===== src/rtl/div_mon_pkg.sv =====
// Shared types and constants for the divided-clock monitor.
// Expected period/high-time helpers take the division ratio as argument.
package div_mon_pkg;

  typedef enum logic [1:0] {
    SEEK    = 2'd0,
    MEASURE = 2'd1,
    LOCKED  = 2'd2
  } mon_state_e;

  localparam int DEF_DIV    = 5;
  localparam int EXP_PERIOD = 2 * DEF_DIV;
  localparam int EXP_HIGH   = DEF_DIV;

  function automatic int exp_period(input int div);
    return 2 * div;
  endfunction

  function automatic int exp_high(input int div);
    return div;
  endfunction

endpackage


===== src/rtl/dual_edge_sampler.sv =====
// Captures clk_div on both clkin edges and presents each (negedge, posedge)
// sample pair together, in time order, to the posedge domain.
module dual_edge_sampler (
  input  logic clkin,
  input  logic rst,
  input  logic clk_div,
  output logic s_n,
  output logic s_p,
  output logic s_vld
);

  logic neg_q;
  logic neg_vld_q;
  logic smp_n_q;
  logic smp_p_q;
  logic smp_vld_q;

  // Falling-edge capture; the valid flag marks the first real post-reset sample
  always_ff @(negedge clkin or posedge rst) begin
    if (rst) begin
      neg_q     <= 1'b0;
      neg_vld_q <= 1'b0;
    end else begin
      neg_q     <= clk_div;
      neg_vld_q <= 1'b1;
    end
  end

  // Pair the preceding negedge sample with the current posedge sample
  always_ff @(posedge clkin or posedge rst) begin
    if (rst) begin
      smp_n_q   <= 1'b0;
      smp_p_q   <= 1'b0;
      smp_vld_q <= 1'b0;
    end else begin
      smp_n_q   <= neg_q;
      smp_p_q   <= clk_div;
      smp_vld_q <= neg_vld_q;
    end
  end

  assign s_n   = smp_n_q;
  assign s_p   = smp_p_q;
  assign s_vld = smp_vld_q;

endmodule


===== src/rtl/div_clk_monitor.sv =====
// Half-cycle resolution period/high-time checker for a clkin-derived divided
// clock: measures each period, tracks lock and counts bad periods/timeouts.
module div_clk_monitor
  import div_mon_pkg::*;
#(
  parameter int DIV      = DEF_DIV,
  parameter int CNT_W    = 8,
  parameter int LOCK_CNT = 4
) (
  input  logic             clkin,
  input  logic             rst,
  input  logic             clk_div,
  input  logic             clr_err,
  output logic             locked,
  output logic             meas_valid,
  output logic [CNT_W-1:0] period_hc,
  output logic [CNT_W-1:0] high_hc,
  output logic             err_sticky,
  output logic [7:0]       err_cnt
);

  localparam int GOOD_W = $clog2(LOCK_CNT + 1);
  localparam logic [CNT_W-1:0]  ZERO      = {CNT_W{1'b0}};
  localparam logic [CNT_W-1:0]  ONE       = CNT_W'(1);
  localparam logic [CNT_W-1:0]  TWO       = CNT_W'(2);
  localparam logic [CNT_W-1:0]  CNT_MAX   = {CNT_W{1'b1}};
  localparam logic [CNT_W-1:0]  PER_EXP   = CNT_W'(exp_period(DIV));
  localparam logic [CNT_W-1:0]  HI_EXP    = CNT_W'(exp_high(DIV));
  localparam logic [GOOD_W-1:0] GOOD_ZERO = {GOOD_W{1'b0}};
  localparam logic [GOOD_W-1:0] GOOD_LOCK = GOOD_W'(LOCK_CNT);

  function automatic logic [CNT_W-1:0] sat_add(input logic [CNT_W-1:0] a,
                                               input logic [1:0] b);
    logic [CNT_W:0] s;
    s = {1'b0, a} + {{(CNT_W-1){1'b0}}, b};
    return s[CNT_W] ? CNT_MAX : s[CNT_W-1:0];
  endfunction

  logic s_n, s_p, s_vld;

  mon_state_e        state_q, state_d;
  logic              last_q, last_d;
  logic              prim_q, prim_d;
  logic [CNT_W-1:0]  hc_q, hc_d, hi_q, hi_d;
  logic [GOOD_W-1:0] good_q, good_d, good_inc;
  logic [CNT_W-1:0]  period_q, period_d, high_q, high_d;
  logic              meas_q, meas_d, locked_q, locked_d;
  logic              sticky_q, sticky_d, sticky_base;
  logic [7:0]        err_q, err_d, err_base;

  logic              edge_a, edge_b, rise, good_per, tmo, err_evt;
  logic [1:0]        pair_hi;
  logic [CNT_W-1:0]  close_hc, close_hi, new_hc, new_hi;

  dual_edge_sampler u_sampler (
    .clkin   (clkin),
    .rst     (rst),
    .clk_div (clk_div),
    .s_n     (s_n),
    .s_p     (s_p),
    .s_vld   (s_vld)
  );

  // Edge detection, period bookkeeping, FSM next state and error update
  always_comb begin
    // edge_a: rise between last cycle's final sample and this cycle's first
    edge_a   = prim_q & ~last_q & s_n;
    edge_b   = ~s_n & s_p;
    rise     = edge_a | edge_b;
    pair_hi  = {1'b0, s_n} + {1'b0, s_p};
    good_inc = good_q + GOOD_W'(1);

    if (edge_a) begin
      close_hc = hc_q;
      close_hi = hi_q;
      new_hc   = TWO;
      new_hi   = s_p ? TWO : ONE;
    end else if (edge_b) begin
      close_hc = sat_add(hc_q, 2'd1);
      close_hi = hi_q;
      new_hc   = ONE;
      new_hi   = ONE;
    end else begin
      close_hc = hc_q;
      close_hi = hi_q;
      new_hc   = sat_add(hc_q, 2'd2);
      new_hi   = sat_add(hi_q, pair_hi);
    end

    good_per = (close_hc == PER_EXP) && (close_hi == HI_EXP);
    tmo      = !rise && (new_hc == CNT_MAX);

    state_d  = state_q;
    last_d   = last_q;
    prim_d   = prim_q;
    hc_d     = hc_q;
    hi_d     = hi_q;
    good_d   = good_q;
    period_d = period_q;
    high_d   = high_q;
    meas_d   = 1'b0;
    locked_d = locked_q;
    err_evt  = 1'b0;

    if (s_vld) begin
      last_d = s_p;
      prim_d = 1'b1;
      case (state_q)
        SEEK: begin
          if (rise) begin
            hc_d    = new_hc;
            hi_d    = new_hi;
            state_d = MEASURE;
          end else begin
            hc_d = ZERO;
            hi_d = ZERO;
          end
        end
        MEASURE, LOCKED: begin
          if (rise) begin
            hc_d     = new_hc;
            hi_d     = new_hi;
            meas_d   = 1'b1;
            period_d = close_hc;
            high_d   = close_hi;
            if (good_per) begin
              if (state_q == LOCKED) begin
                locked_d = 1'b1;
              end else if (good_inc >= GOOD_LOCK) begin
                good_d   = good_inc;
                state_d  = LOCKED;
                locked_d = 1'b1;
              end else begin
                good_d = good_inc;
              end
            end else begin
              good_d   = GOOD_ZERO;
              locked_d = 1'b0;
              state_d  = MEASURE;
              err_evt  = 1'b1;
            end
          end else if (tmo) begin
            hc_d     = ZERO;
            hi_d     = ZERO;
            good_d   = GOOD_ZERO;
            locked_d = 1'b0;
            state_d  = SEEK;
            err_evt  = 1'b1;
          end else begin
            hc_d = new_hc;
            hi_d = new_hi;
          end
        end
        default: begin
          hc_d     = ZERO;
          hi_d     = ZERO;
          good_d   = GOOD_ZERO;
          locked_d = 1'b0;
          state_d  = SEEK;
        end
      endcase
    end else begin
      meas_d = 1'b0;
    end

    // A clear in the same cycle as an error leaves exactly that one error
    err_base    = clr_err ? 8'd0 : err_q;
    sticky_base = clr_err ? 1'b0 : sticky_q;
    if (err_evt) begin
      err_d    = (err_base == 8'hFF) ? 8'hFF : err_base + 8'd1;
      sticky_d = 1'b1;
    end else begin
      err_d    = err_base;
      sticky_d = sticky_base;
    end
  end

  // State, counters and registered outputs
  always_ff @(posedge clkin or posedge rst) begin
    if (rst) begin
      state_q  <= SEEK;
      last_q   <= 1'b0;
      prim_q   <= 1'b0;
      hc_q     <= ZERO;
      hi_q     <= ZERO;
      good_q   <= GOOD_ZERO;
      period_q <= ZERO;
      high_q   <= ZERO;
      meas_q   <= 1'b0;
      locked_q <= 1'b0;
      sticky_q <= 1'b0;
      err_q    <= 8'd0;
    end else begin
      state_q  <= state_d;
      last_q   <= last_d;
      prim_q   <= prim_d;
      hc_q     <= hc_d;
      hi_q     <= hi_d;
      good_q   <= good_d;
      period_q <= period_d;
      high_q   <= high_d;
      meas_q   <= meas_d;
      locked_q <= locked_d;
      sticky_q <= sticky_d;
      err_q    <= err_d;
    end
  end

  assign locked     = locked_q;
  assign meas_valid = meas_q;
  assign period_hc  = period_q;
  assign high_hc    = high_q;
  assign err_sticky = sticky_q;
  assign err_cnt    = err_q;

endmodule

===== config.mk =====
export PLATFORM = sky130hd
export DESIGN_NAME = div_clk_monitor
export DESIGN_NICKNAME = d
export VERILOG_FILES = /design/src/rtl/div_mon_pkg.sv /design/src/rtl/dual_edge_sampler.sv /design/src/rtl/div_clk_monitor.sv
export SDC_FILE = /design/constraint.sdc
export NUM_CORES = 1
export LEC_CHECK = 0
export BUFFER_PORTS_ARGS = -buffer_cell sky130_fd_sc_hd__buf_2
export CORE_MARGIN = 1
export CORE_UTILIZATION = 30
export DETAILED_ROUTE_END_ITERATION = 10
export GPL_ROUTABILITY_DRIVEN = 0
export PLACE_DENSITY = 0.44
export SKIP_CTS_REPAIR_TIMING = 1
export SYNTH_ARGS = -nofsm -noshare
export SYNTH_HDL_FRONTEND = slang
export SYNTH_SLANG_ARGS = --single-unit

===== constraint.sdc =====
create_clock -name clkin -period 3.15 [get_ports clkin]
set_input_delay 0.315 -clock clkin [delete_from_list [all_inputs] [get_ports clkin]]
set_output_delay 0.315 -clock clkin [all_outputs]
set_load 0.01 [all_outputs]

### Word level (Yosys, flattened, before mapping)

Index checks and enable logic that the tools add are counted.

* logic and storage cells: 101
* input port bits: 4
* register bits after elaboration: 55

* add/sub/neg operators: 6
* eq/ne operators: 11
* reductions and logical operators: 10
* bitwise operators: 7
* $lt $le $gt $ge: 1
* mux-type cells: 49

Operators with widths (number)
* 2-to-1 mux 8 bit: 18
* case mux 8 bit (2 select lines): 2
* == test 8 bit (second input constant): 2
* 2-to-1 mux 1 bit: 15
* 2-to-1 mux 2 bit: 7
* 2-to-1 mux 3 bit: 4
* adder 8 x 1 -> 9 bit (second input constant): 1
* adder 8 x 2 -> 9 bit: 1
* adder 8 x 2 -> 9 bit (second input constant): 1
* adder 8 x 1 -> 8 bit (second input constant): 1
* == test 8 x 3 -> 1 bit (second input constant): 1
* == test 8 x 4 -> 1 bit (second input constant): 1
* != test 4 bit (second input constant): 2
* AND reduction 4 bit: 2
* case mux 3 bit (2 select lines): 1
* != test 5 bit (second input constant): 1
* AND reduction 5 bit: 1
* case mux 2 bit (2 select lines): 1
* adder 3 x 1 -> 3 bit (second input constant): 1
* AND 1 bit: 3
* >= comparator 3 bit (second input constant): 1
* != test 3 bit (second input constant): 1
* NOT 1 bit: 3
* AND reduction 3 bit: 1
* other kinds (11): 12

### Logic depth before layout (Yosys ltp)

Gate-level depths: netlist (run 1).

* depth in word-level cells: 11
* mapped depth: 11
* gate-level depth less buffers: 10

### Modules after synthesis

Synthesis (run 1) repeated with hierarchy kept, for this count alone.

* cell total of the unflattened synthesis: 359
* area, all modules: 3268.1 um^2

Modules (own cells, without submodules)
* div_clk_monitor: times used 1, cells each 352, area an instance 3135.5 um^2
* dual_edge_sampler: times used 1, cells each 7, area an instance 132.6 um^2

==> run_results.csv, run 1 <==
group,metric,value,unit
run_status,status,"complete, no violations",
die,initial_core_util,30.78,%
clocking,ctsLongestPathBuffers,2,
layout,antenna_cells,0,
logic_synthesis,ys_warn_count,0,
power,ir_worst_vdd,210.7,uV
clocking,cts_sinks,55,
logic_synthesis,synth_seq_cells,55,
clocking,clock_latency,0.31,ns
clocking,cts_root_buf,"clkbuf_8",
global_routing,antenna_found_initial,0,
sta,slew_headroom,48.46,%
sta,slew_violations,0,
sta,setup-violations-final,0,
logic_synthesis,avgSynthCellArea,8.846,um^2
logic_synthesis,yosysTopAreaCell,"dfrtp_1",
detailed_routing,drt-wirelength-per-cell,15.35,um
sta,timing.fmax,0.3641,GHz
layout,drive_above_1_share,14.73,%
critical_path,cp.arrival,2.95,ns
power,power_leakage,1.642,nW
logic_synthesis,synth_cells,356,
critical_path,crit_fanout,9,
critical_path,cp_slowest_stage_delay,0.52,ns
critical_path,crit_chain,"ha_1 > nand3_1 > nor2_1 > nor2_1 > o41ai_4 > nor2_1 > a211oi_2 > mux2_2",
sta,finalCriticalPeriod,2.747,ns
die,die_w,104.5,um
clocking,clk_pin_slew,0.11,ns
sta,setup-tns-final,0,ns
die,dieArea,10910,um^2
critical_path,endpoint_kind,"flip-flop",
detailed_routing,routed_via_density,5.105,
global_routing,grt_max_degree,49,
die,row_count,37,
logic_synthesis,yosysTopAreaCellShare,42.11,%
sta,skew,0.008674,ns
critical_path,cp_data_required_time,3.35,ns
sta,fin_crit_sh,87.20,%
clocking,cts_tree,"done",
global_routing,grt_pass1_vias,2704,
logic_synthesis,ys_async_sr_fraction,100.0,%
detailed_routing,ant_nets,0,
placed_design,place_hpwl,5.693,mm
clocking,numCtsBuffers,5,
layout,layout.cells.non_filler,523,
logic_synthesis,ys.flop_type,"dfrtp_1",
flow_run,drv_cap,0,
logic_synthesis,synth_cell_types,58,
detailed_routing,via_count,2670,
die,io_pins,31,
layout,synthToLayoutAreaGrowth,12.87,%
clocking,htree_levels,2,
logic_synthesis,synth_nets,370,
critical_path,worst-setup-path-type,"flip-flop to flip-flop",
layout,layout.nets,400,
critical_path,critPathSlowestCell,"dfrtp_1",
sta,hold_violations,0,
sta,tightest_slew,0.7730,ns
logic_synthesis,netlist_top_cells_area,"dfrtp_1, nand2_1, o21ai_0, nor2_1, a21oi_1",
min_path,min_path_type,"primary input to flip-flop",
die,core-area,10230,um^2
logic_synthesis,netlist_area,3149,um^2
sta,rsz0062_at_grt,"false",
critical_path,cpMostUsedCell,"nor2_1",
die,die-height,104.5,um
logic_synthesis,synth_edf_count,0,
critical_path,start_kind,"flip-flop",
detailed_routing,drc_errors,0,
global_routing,grt_overflow,0,
detailed_routing,drtIter0Drc,104,
global_routing,track_usage,15.64,%
global_routing,grt_pass1_wl,13.86,mm
logic_synthesis,seq_area_frac_synth,43.70,%
power,power_density,541.5,nW/um^2
detailed_routing,wirelength,8.028,mm
placed_design,dp_cells,514,
placed_design,io_buffer_count,30,
detailed_routing,drt_first_pass_iters,4,
-- state kept, by name, indices dropped and copies added (netlist names), 2 cells and up --
| signal | flops |
|---|---|
| err_cnt | 8 |
| hc_q | 8 |
| hi_q | 8 |
| high_hc | 8 |
| period_hc | 8 |
| good_q | 3 |
| state_q | 2 |
-- Yosys cell counts (all sizes together), types with 3 or more instances --
master,count
mux2,3
nor2,34
nand2,53
nor3,4
mux2i,5
nand3b,5
nand3,15
nor2b,4
nand4,5
a21oi,24
nand2b,3
a211oi,4
inv,21
a31oi,10
o41ai,4
and3,9
o21ai,31
ha,9
dfrtp,53
clkbuf,4
a21o,5
xnor2,4
buf,9
or3,3
-- worst paths after layout --
check	cells past startpoint	startpoint	slack, ns	endpoint
max	8	hc_q[1]	0.40	state_q[0]
min in group asynchronous	3	rst	0.43	err_cnt[4]
min	1	clk_div	0.13	u_sampler.s_p
max in group asynchronous	3	rst	1.07	u_sampler.neg_vld_q
min reg2reg	1	err_sticky	0.49	err_sticky
max reg2reg	8	hc_q[1]	0.40	state_q[0]
-- critical path, delay by kind of cell (launching register included) --
family	cells	cell delay [ns]
AND/OR/NAND/NOR	4	0.79
adder cells (fa/ha/maj)	1	0.33
AO/OA/AOI/OAI	2	0.65
flip-flops	1	0.52
multiplexers	1	0.36
-- layout by cell type, fill, tap and decap left out, types with 9 or more instances in the layout --
master / instances
nor2_1: 34
dfrtp_1: 53
inv_1: 20
buf_2: 30
ha_1: 9
and3_1: 9
o21ai_0: 30
a31oi_1: 10
nand3_1: 15
nand2_1: 53
a21oi_1: 24
-- area by class of cell --
type,count,area [um^2]
clock buffer,5,68.82
sequential,55,1376
timing repair buffer,36,197.7
fill,1088,6676
tap,136,170.2
multi-input combinational,266,1613
clock inverter,3,46.29
inverter,22,82.58
-- metal layers --
layer / share of wire [%] / track usage [%] / up-vias
met5: 0 / 0 / -
met4: 0.85 / 4.388 / 0
met3: 2.8 / 2.068 / 4
met2: 47 / 25.45 / 40
met1: 50 / 21.64 / 1308
li1: - / - / 1318
-- cells by family (layout without fill, tap and decap cells) --
family                   count (synthesis)  after routing  share of synthesized area, %
AO/OA/AOI/OAI                           96             96                         20.54
XOR/XNOR                                 4              4                         1.112
adder cells (fa/ha/maj)                 10             10                         4.211
buffers and inverters                   35             66                         5.085
flip-flops                              55             55                         43.70
multiplexers                             8              8                         2.662
other                                    1              1                        0.1191
AND/OR/NAND/NOR                        147            147                         22.57
-- power by group --
group / switching (mW) / leakage (nW) / internal [mW]
sequential: 0.0962 / 0.728 / 0.800
combinational: 0.328 / 0.859 / 0.210
clock: 0.251 / 0.0548 / 0.240
total: 0.675 / 1.64 / 1.25
-- metrics by stage --
step / setup slack, ns / instance area [um^2] / hold WS, ns / utilization [%] / power [mW]
floorplan: 0.01811 / 3149 / 0.3464 / - / 1.274
global placement: 0.4694 / 3430 / 0.2283 / 33.52 / 1.449
detailed placement: 0.4324 / 3430 / 0.2245 / 33.52 / 1.451
CTS: 0.4098 / 3545 / -0.1341 / 34.65 / 1.960
global route: 0.08517 / 3555 / 0.1124 / 34.74 / 2.073
finish: 0.4031 / 3555 / 0.1281 / 34.74 / 1.925
Power figures use the tool's default switching activity.
==> run 2, diff against run 1 <==
--- a/config.mk
+++ b/config.mk
@@ -10,8 +10,10 @@
 export CORE_UTILIZATION = 30
 export DETAILED_ROUTE_END_ITERATION = 10
 export GPL_ROUTABILITY_DRIVEN = 0
+export MAX_ROUTING_LAYER = met4
 export PLACE_DENSITY = 0.44
 export SKIP_CTS_REPAIR_TIMING = 1
+export SKIP_LAST_GASP = 1
 export SYNTH_ARGS = -nofsm -noshare
 export SYNTH_HDL_FRONTEND = slang
 export SYNTH_SLANG_ARGS = --single-unit
==> run 2 against run 1 <==
Routed wire length increased by 0.12%. Combinational power about the same. Maximum frequency decreased by 0.23%. Clock skew increased by 0.00061 ns. Die area unchanged. Register-to-register slack about the same.
==> run_results.csv, run 2 (same netlist as run 1, synthesis figures left out) <==
group,metric,value,unit
run_status,status,"complete, no violations",
die,dieArea,10910,um^2
clocking,clk_pin_slew,0.11,ns
min_path,min_path_type,"primary input to flip-flop",
sta,setup-violations-final,0,
detailed_routing,wirelength,8.038,mm
critical_path,crit_fanout,9,
power,seq_power_share,46.5,%
layout,layout.nets,400,
sta,finalWorstSetupSlack,0.3967,ns
layout,regArea,1376,um^2
clocking,cts_root_buf,"clkbuf_8",
detailed_routing,drtIter0Drc,106,
sta,slew_headroom,49.16,%
power,p_clk_share,25.6,%
global_routing,grt_pass1_vias,2703,
global_routing,grt_overflow,0,
sta,timing.fmax,0.3632,GHz
flow_run,drv_cap,0,
placed_design,io_buffer_count,30,
detailed_routing,wl_met1,3.981,mm
layout,drive_above_1_share,14.73,%
sta,hold_violations,0,
global_routing,grt_pass1_wl,13.86,mm
clocking,cts_tree,"done",
critical_path,cp.arrival,2.96,ns
detailed_routing,highest_layer,"met4",
power,ir_worst_vdd,210.8,uV
critical_path,start_kind,"flip-flop",
placed_design,postPlaceCellArea,3430,um^2
power,swShare,35.14,%
detailed_routing,routed_via_density,5.111,
clocking,ctsLongestPathBuffers,2,
power,power_density,542.2,nW/um^2
layout,multiInputGateArea,1613,um^2
layout,synthToLayoutAreaGrowth,12.87,%
clocking,cts_sinks,55,
die,initial_core_util,30.78,%
critical_path,worst-setup-path-type,"flip-flop to flip-flop",
detailed_routing,via_count,2673,
power,p_int,1.250,mW
layout,antenna_cells,0,
power,comb_power_share,27.9,%
layout,final_cell_mix,"nand2_1, dfrtp_1, nor2_1",
die,die-height,104.5,um
sta,setup-tns-final,0,ns
sta,rsz0062_at_grt,"false",
global_routing,antenna_found_initial,0,
sta,tightest_slew,0.7626,ns
die,die_w,104.5,um
detailed_routing,drt-wirelength-per-cell,15.37,um
critical_path,cp_data_required_time,3.36,ns
layout,fin_area,3555,um^2
global_routing,track_usage,16.10,%
die,core-area,10230,um^2
die,io_pins,31,
power,switching_power,0.6773,mW
detailed_routing,wl_met2,3.750,mm
sta,finalCriticalPeriod,2.753,ns
placed_design,place_hpwl,5.693,mm
placed_design,place_ws,0.4324,ns
layout,nFillCells,1088,
sta,fin_crit_sh,87.41,%
die,row_count,37,
detailed_routing,drc_errors,0,
clocking,htree_levels,2,
clocking,clock_latency,0.31,ns
power,power_leakage,1.642,nW
global_routing,grt_max_degree,49,
sta,slew_violations,0,
detailed_routing,ant_nets,0,
sta,skew,0.009283,ns
detailed_routing,wl_met3,219,um
clocking,numCtsBuffers,5,
critical_path,endpoint_kind,"flip-flop",
detailed_routing,drt_first_pass_iters,5,
[run 2: final timing paths]
check                                      end  slack (ns)  cells after the start  startpoint
max                                 state_q[0]        0.40                      8     hc_q[1]
min                              u_sampler.s_p        0.13                      1     clk_div
max reg2reg                         state_q[0]        0.40                      8     hc_q[1]
min reg2reg                         err_sticky        0.49                      1  err_sticky
max in group asynchronous  u_sampler.neg_vld_q        1.07                      3         rst
min in group asynchronous           err_cnt[4]        0.43                      3         rst
[run 2: layout make-up]
| cell class | instances | area share (%) |
|---|---|---|
| multi-input cells | 266 | 45.37 |
| flip-flops and latches | 55 | 38.72 |
| repair buffers | 36 | 5.561 |
| well taps | 136 | 4.787 |
| inverters | 22 | 2.323 |
| clock buffers | 5 | 1.936 |
| clock inverters | 3 | 1.302 |
[run 2: worst max-delay path, stage by stage (launching register included)]
cell and delay [ns]:
dfrtp_1 0.52, ha_1 0.33, nand3_1 0.21, nor2_1 0.24, nor2_1 0.13, o41ai_4 0.42
nor2_1 0.22, a211oi_2 0.23, mux2_2 0.36
[run 2: power groups by stage]
stage	clock, mW	combinational [mW]	sequential (mW)
2_1_floorplan	0	0.363	0.912
3_3_place_gp	0	0.544	0.905
3_5_place_dp	0	0.540	0.911
4_1_cts	0.521	0.542	0.896
5_1_grt	0.544	0.613	0.916
6_report	0.493	0.539	0.896
[run 2: through the flow]
step           hold WS [ns]  total power [mW]  instances  utilization, %
2_1_floorplan        0.3464             1.274        356               -
3_3_place_gp         0.2283             1.449        514           33.52
3_5_place_dp         0.2245             1.451        514           33.52
4_1_cts             -0.1341             1.960        522           34.65
5_1_grt              0.1124             2.073        523           34.74
6_report             0.1266             1.927        523           34.74
[run 2: per-layer routing]
layer  GRT usage, %  vias up
met5              -        -
li1               -     1319
met2          25.45       38
met4          4.388        0
met3          2.068        7
met1          21.64     1309
==> run 3, diff against run 2 <==
--- a/config.mk
+++ b/config.mk
@@ -16,4 +16,5 @@
 export SKIP_LAST_GASP = 1
 export SYNTH_ARGS = -nofsm -noshare
 export SYNTH_HDL_FRONTEND = slang
+export SYNTH_HIERARCHICAL = 1
 export SYNTH_SLANG_ARGS = --single-unit
==> run 3 against run 2 <==
First-iteration DRC count is 93% higher. Register-to-register slack gained 0.08 ns. Combinational power rose by 17%. Die area increased by 3.7%. Global-route usage is 0.80 points lower. Sequential cell count unchanged. Non-clock buffer count increased by 1. Sequential power is 1% lower. Utilization grew 0.16 points. Clock power shrank 13%. Maximum frequency grew 2.9%. Critical endpoint is now err_cnt[2]. Largest cell class unchanged. Largest power group unchanged.
==> run_results.csv, run 3 <==
group,metric,value,unit
run_status,status,"complete, no violations",
logic_synthesis,ys_async_sr_fraction,100.0,%
detailed_routing,drt-wirelength-per-cell,14.98,um
critical_path,cp_data_required_time,3.40,ns
layout,synthToLayoutAreaGrowth,11.75,%
clocking,clock_latency,0.32,ns
detailed_routing,drtIter0Drc,205,
layout,regArea,1376,um^2
die,initial_core_util,31.24,%
die,io_pins,31,
layout,antenna_cells,0,
logic_synthesis,post_synth_fa_ha_maj_area_fraction,4.058,%
detailed_routing,routed_via_density,5.055,
die,die-height,106.4,um
logic_synthesis,avgSynthCellArea,9.103,um^2
logic_synthesis,synth_edf_count,0,
die,core-area,10460,um^2
clocking,cts_sinks,55,
logic_synthesis,synth_xor_area_share,1.340,%
logic_synthesis,yosysTopAreaCell,"dfrtp_1",
sta,slew_headroom,56.92,%
detailed_routing,wirelength,7.867,mm
sta,finalCriticalPeriod,2.676,ns
logic_synthesis,synth_compound_gate_area_share,17.73,%
logic_synthesis,synth-simple-area-share,24.50,%
layout,layout.nets,402,
logic_synthesis,yosysTopAreaCellShare,40.58,%
logic_synthesis,synth_common_cells,"dfrtp_1, nand2_1, nor2_1, inv_1, o21ai_0",
min_path,min_path_type,"primary input to flip-flop",
logic_synthesis,yosysMostFrequentCell,"dfrtp_1",
power,ir_worst_vdd,250.4,uV
critical_path,cp_slowest_stage_delay,0.53,ns
clocking,clk_pin_slew,0.11,ns
clocking,cts_tree,"done",
power,power_density,531.5,nW/um^2
flow_run,drv_cap,0,
sta,skew,0.01174,ns
critical_path,start_kind,"flip-flop",
global_routing,antenna_found_initial,0,
sta,fin_crit_sh,84.96,%
logic_synthesis,ys_warn_count,6,
sta,setup-violations-final,0,
logic_synthesis,synth.area.mux_share,4.173,%
detailed_routing,drc_errors,0,
sta,hold_ws,0.09943,ns
die,dieArea,11320,um^2
clocking,cts_root_buf,"clkbuf_8",
sta,rsz0062_at_grt,"false",
global_routing,grt_overflow,0,
critical_path,worst-setup-path-type,"flip-flop to flip-flop",
sta,slew_violations,0,
sta,hold_violations,0,
clocking,htree_levels,2,
logic_synthesis,synth_nets,373,
logic_synthesis,synth_cell_types,70,
die,row_count,37,
detailed_routing,ant_nets,0,
detailed_routing,drt_first_pass_iters,4,
global_routing,grt_pass1_vias,2576,
logic_synthesis,synth_seq_cells,55,
layout,multiInputGateArea,1703,um^2
layout,final_common_cell,"dfrtp_1",
clocking,ctsLongestPathBuffers,2,
logic_synthesis,synth_top_family_by_area,"simple AND/OR/NAND/NOR gates",
critical_path,endpoint_kind,"flip-flop",
global_routing,track_usage,15.29,%
critical_path,cp_num_buf_inv,0,
sta,tightest_slew,0.6453,ns
placed_design,io_buffer_count,30,
power,power_leakage,1.619,nW
global_routing,grt_max_degree,30,
critical_path,critPathSlowestCell,"a2bb2oi_2",
critical_path,crit_chain,"ha_1 > nand4b_1 > xor2_1 > nor4_1 > nand4_1 > a2bb2oi_2 > nor2_1 > a41oi_1",
logic_synthesis,netlist_top_cells_area,"dfrtp_1, nand2_1, nor2_1, o21ai_0, ha_1",
logic_synthesis,ys.flop_type,"dfrtp_1",
critical_path,cp.arrival,2.93,ns
layout,drive_above_1_share,17.22,%
logic_synthesis,seq_area_frac_synth,42.11,%
layout,final_cell_mix,"dfrtp_1, nand2_1, nor2_1",
sta,setup-tns-final,0,ns
logic_synthesis,synth_cells,359,
global_routing,grt_pass1_wl,13.21,mm
clocking,numCtsBuffers,5,
die,die_w,106.4,um
logic_synthesis,netlist_area,3268,um^2
detailed_routing,via_count,2654,
layout,fin_area,3652,um^2
placed_design,postPlaceCellArea,3543,um^2
critical_path,crit_family,"simple AND/OR/NAND/NOR gates",
placed_design,place_hpwl,5.817,mm
sta,timing.fmax,0.3737,GHz
layout,nFillCells,1091,
critical_path,crit_fanout,14,
## run 3: changes by cell type in the layout (fill, tap and decap cells not counted), sizes merged, moves of 5 or more
cell | before | now
a21oi | 24 | 14
a31oi | 10 | 1
and3 | 9 | 1
inv | 22 | 29
nand2 | 53 | 45
nand4 | 5 | 10
nor3 | 4 | 10
o311ai | 0 | 5
## run 3: layout make-up
class	count	area share, %
clock buffers	5	1.884
clock inverters	3	0.6509
inverters	28	2.878
multi-input cells	261	46.63
flip-flops and latches	55	37.68
well taps	136	4.659
repair buffers	37	5.618
## run 3: cells by family after synthesis
group                      Yosys count
AOI/OAI and AO/OA                   84
xor gates and xnor gates             5
adders and majority gates           10
buffers and inverters               43
DFF                                 55
muxes                               12
other                                1
and+or+nand+nor                    149
## run 3: power by group
group	internal, mW	leakage [nW]	switching, mW
sequential	0.800	0.726	0.0853
combinational	0.243	0.847	0.385
clock	0.162	0.0461	0.267
## run 3: stage by stage
step                      util [%]  instances  setup WS [ns]  total power [mW]
final                        34.91        525         0.4737             1.941
after global routing         34.91        525         0.2153             2.086
after CTS                    34.75        524         0.3097             1.965
after detailed placement     33.87        516         0.3297             1.526
after global placement       33.87        516         0.3925             1.526
after floorplan                  -        359         0.8731             1.345
## run 3: path summary, 6_finish.rpt
| kind | startpoint | to | slack [ns] | cells past startpoint |
|---|---|---|---|---|
| hold / removal | clk_div | u_sampler/s_p | 0.1 | 1 |
| min in group asynchronous | rst | u_sampler/s_p | 0.42 | 3 |
| setup / recovery | hc_q[1] | err_cnt[2] | 0.47 | 8 |
| hold reg to reg | period_hc[5] | period_hc[5] | 0.48 | 2 |
| max in group asynchronous | rst | u_sampler/neg_vld_q | 1.06 | 3 |
| setup reg to reg | hc_q[1] | err_cnt[2] | 0.47 | 8 |
## run 3: metal layers
layer | global-route usage, % | up-vias | part of all wire [%]
met1 | 21.28 | 1263 | 50
met4 | 4.960 | 0 | 0.58
met5 | - | - | 0
met3 | 2.514 | 4 | 4.2
li1 | - | 1330 | -
met2 | 22.54 | 57 | 45
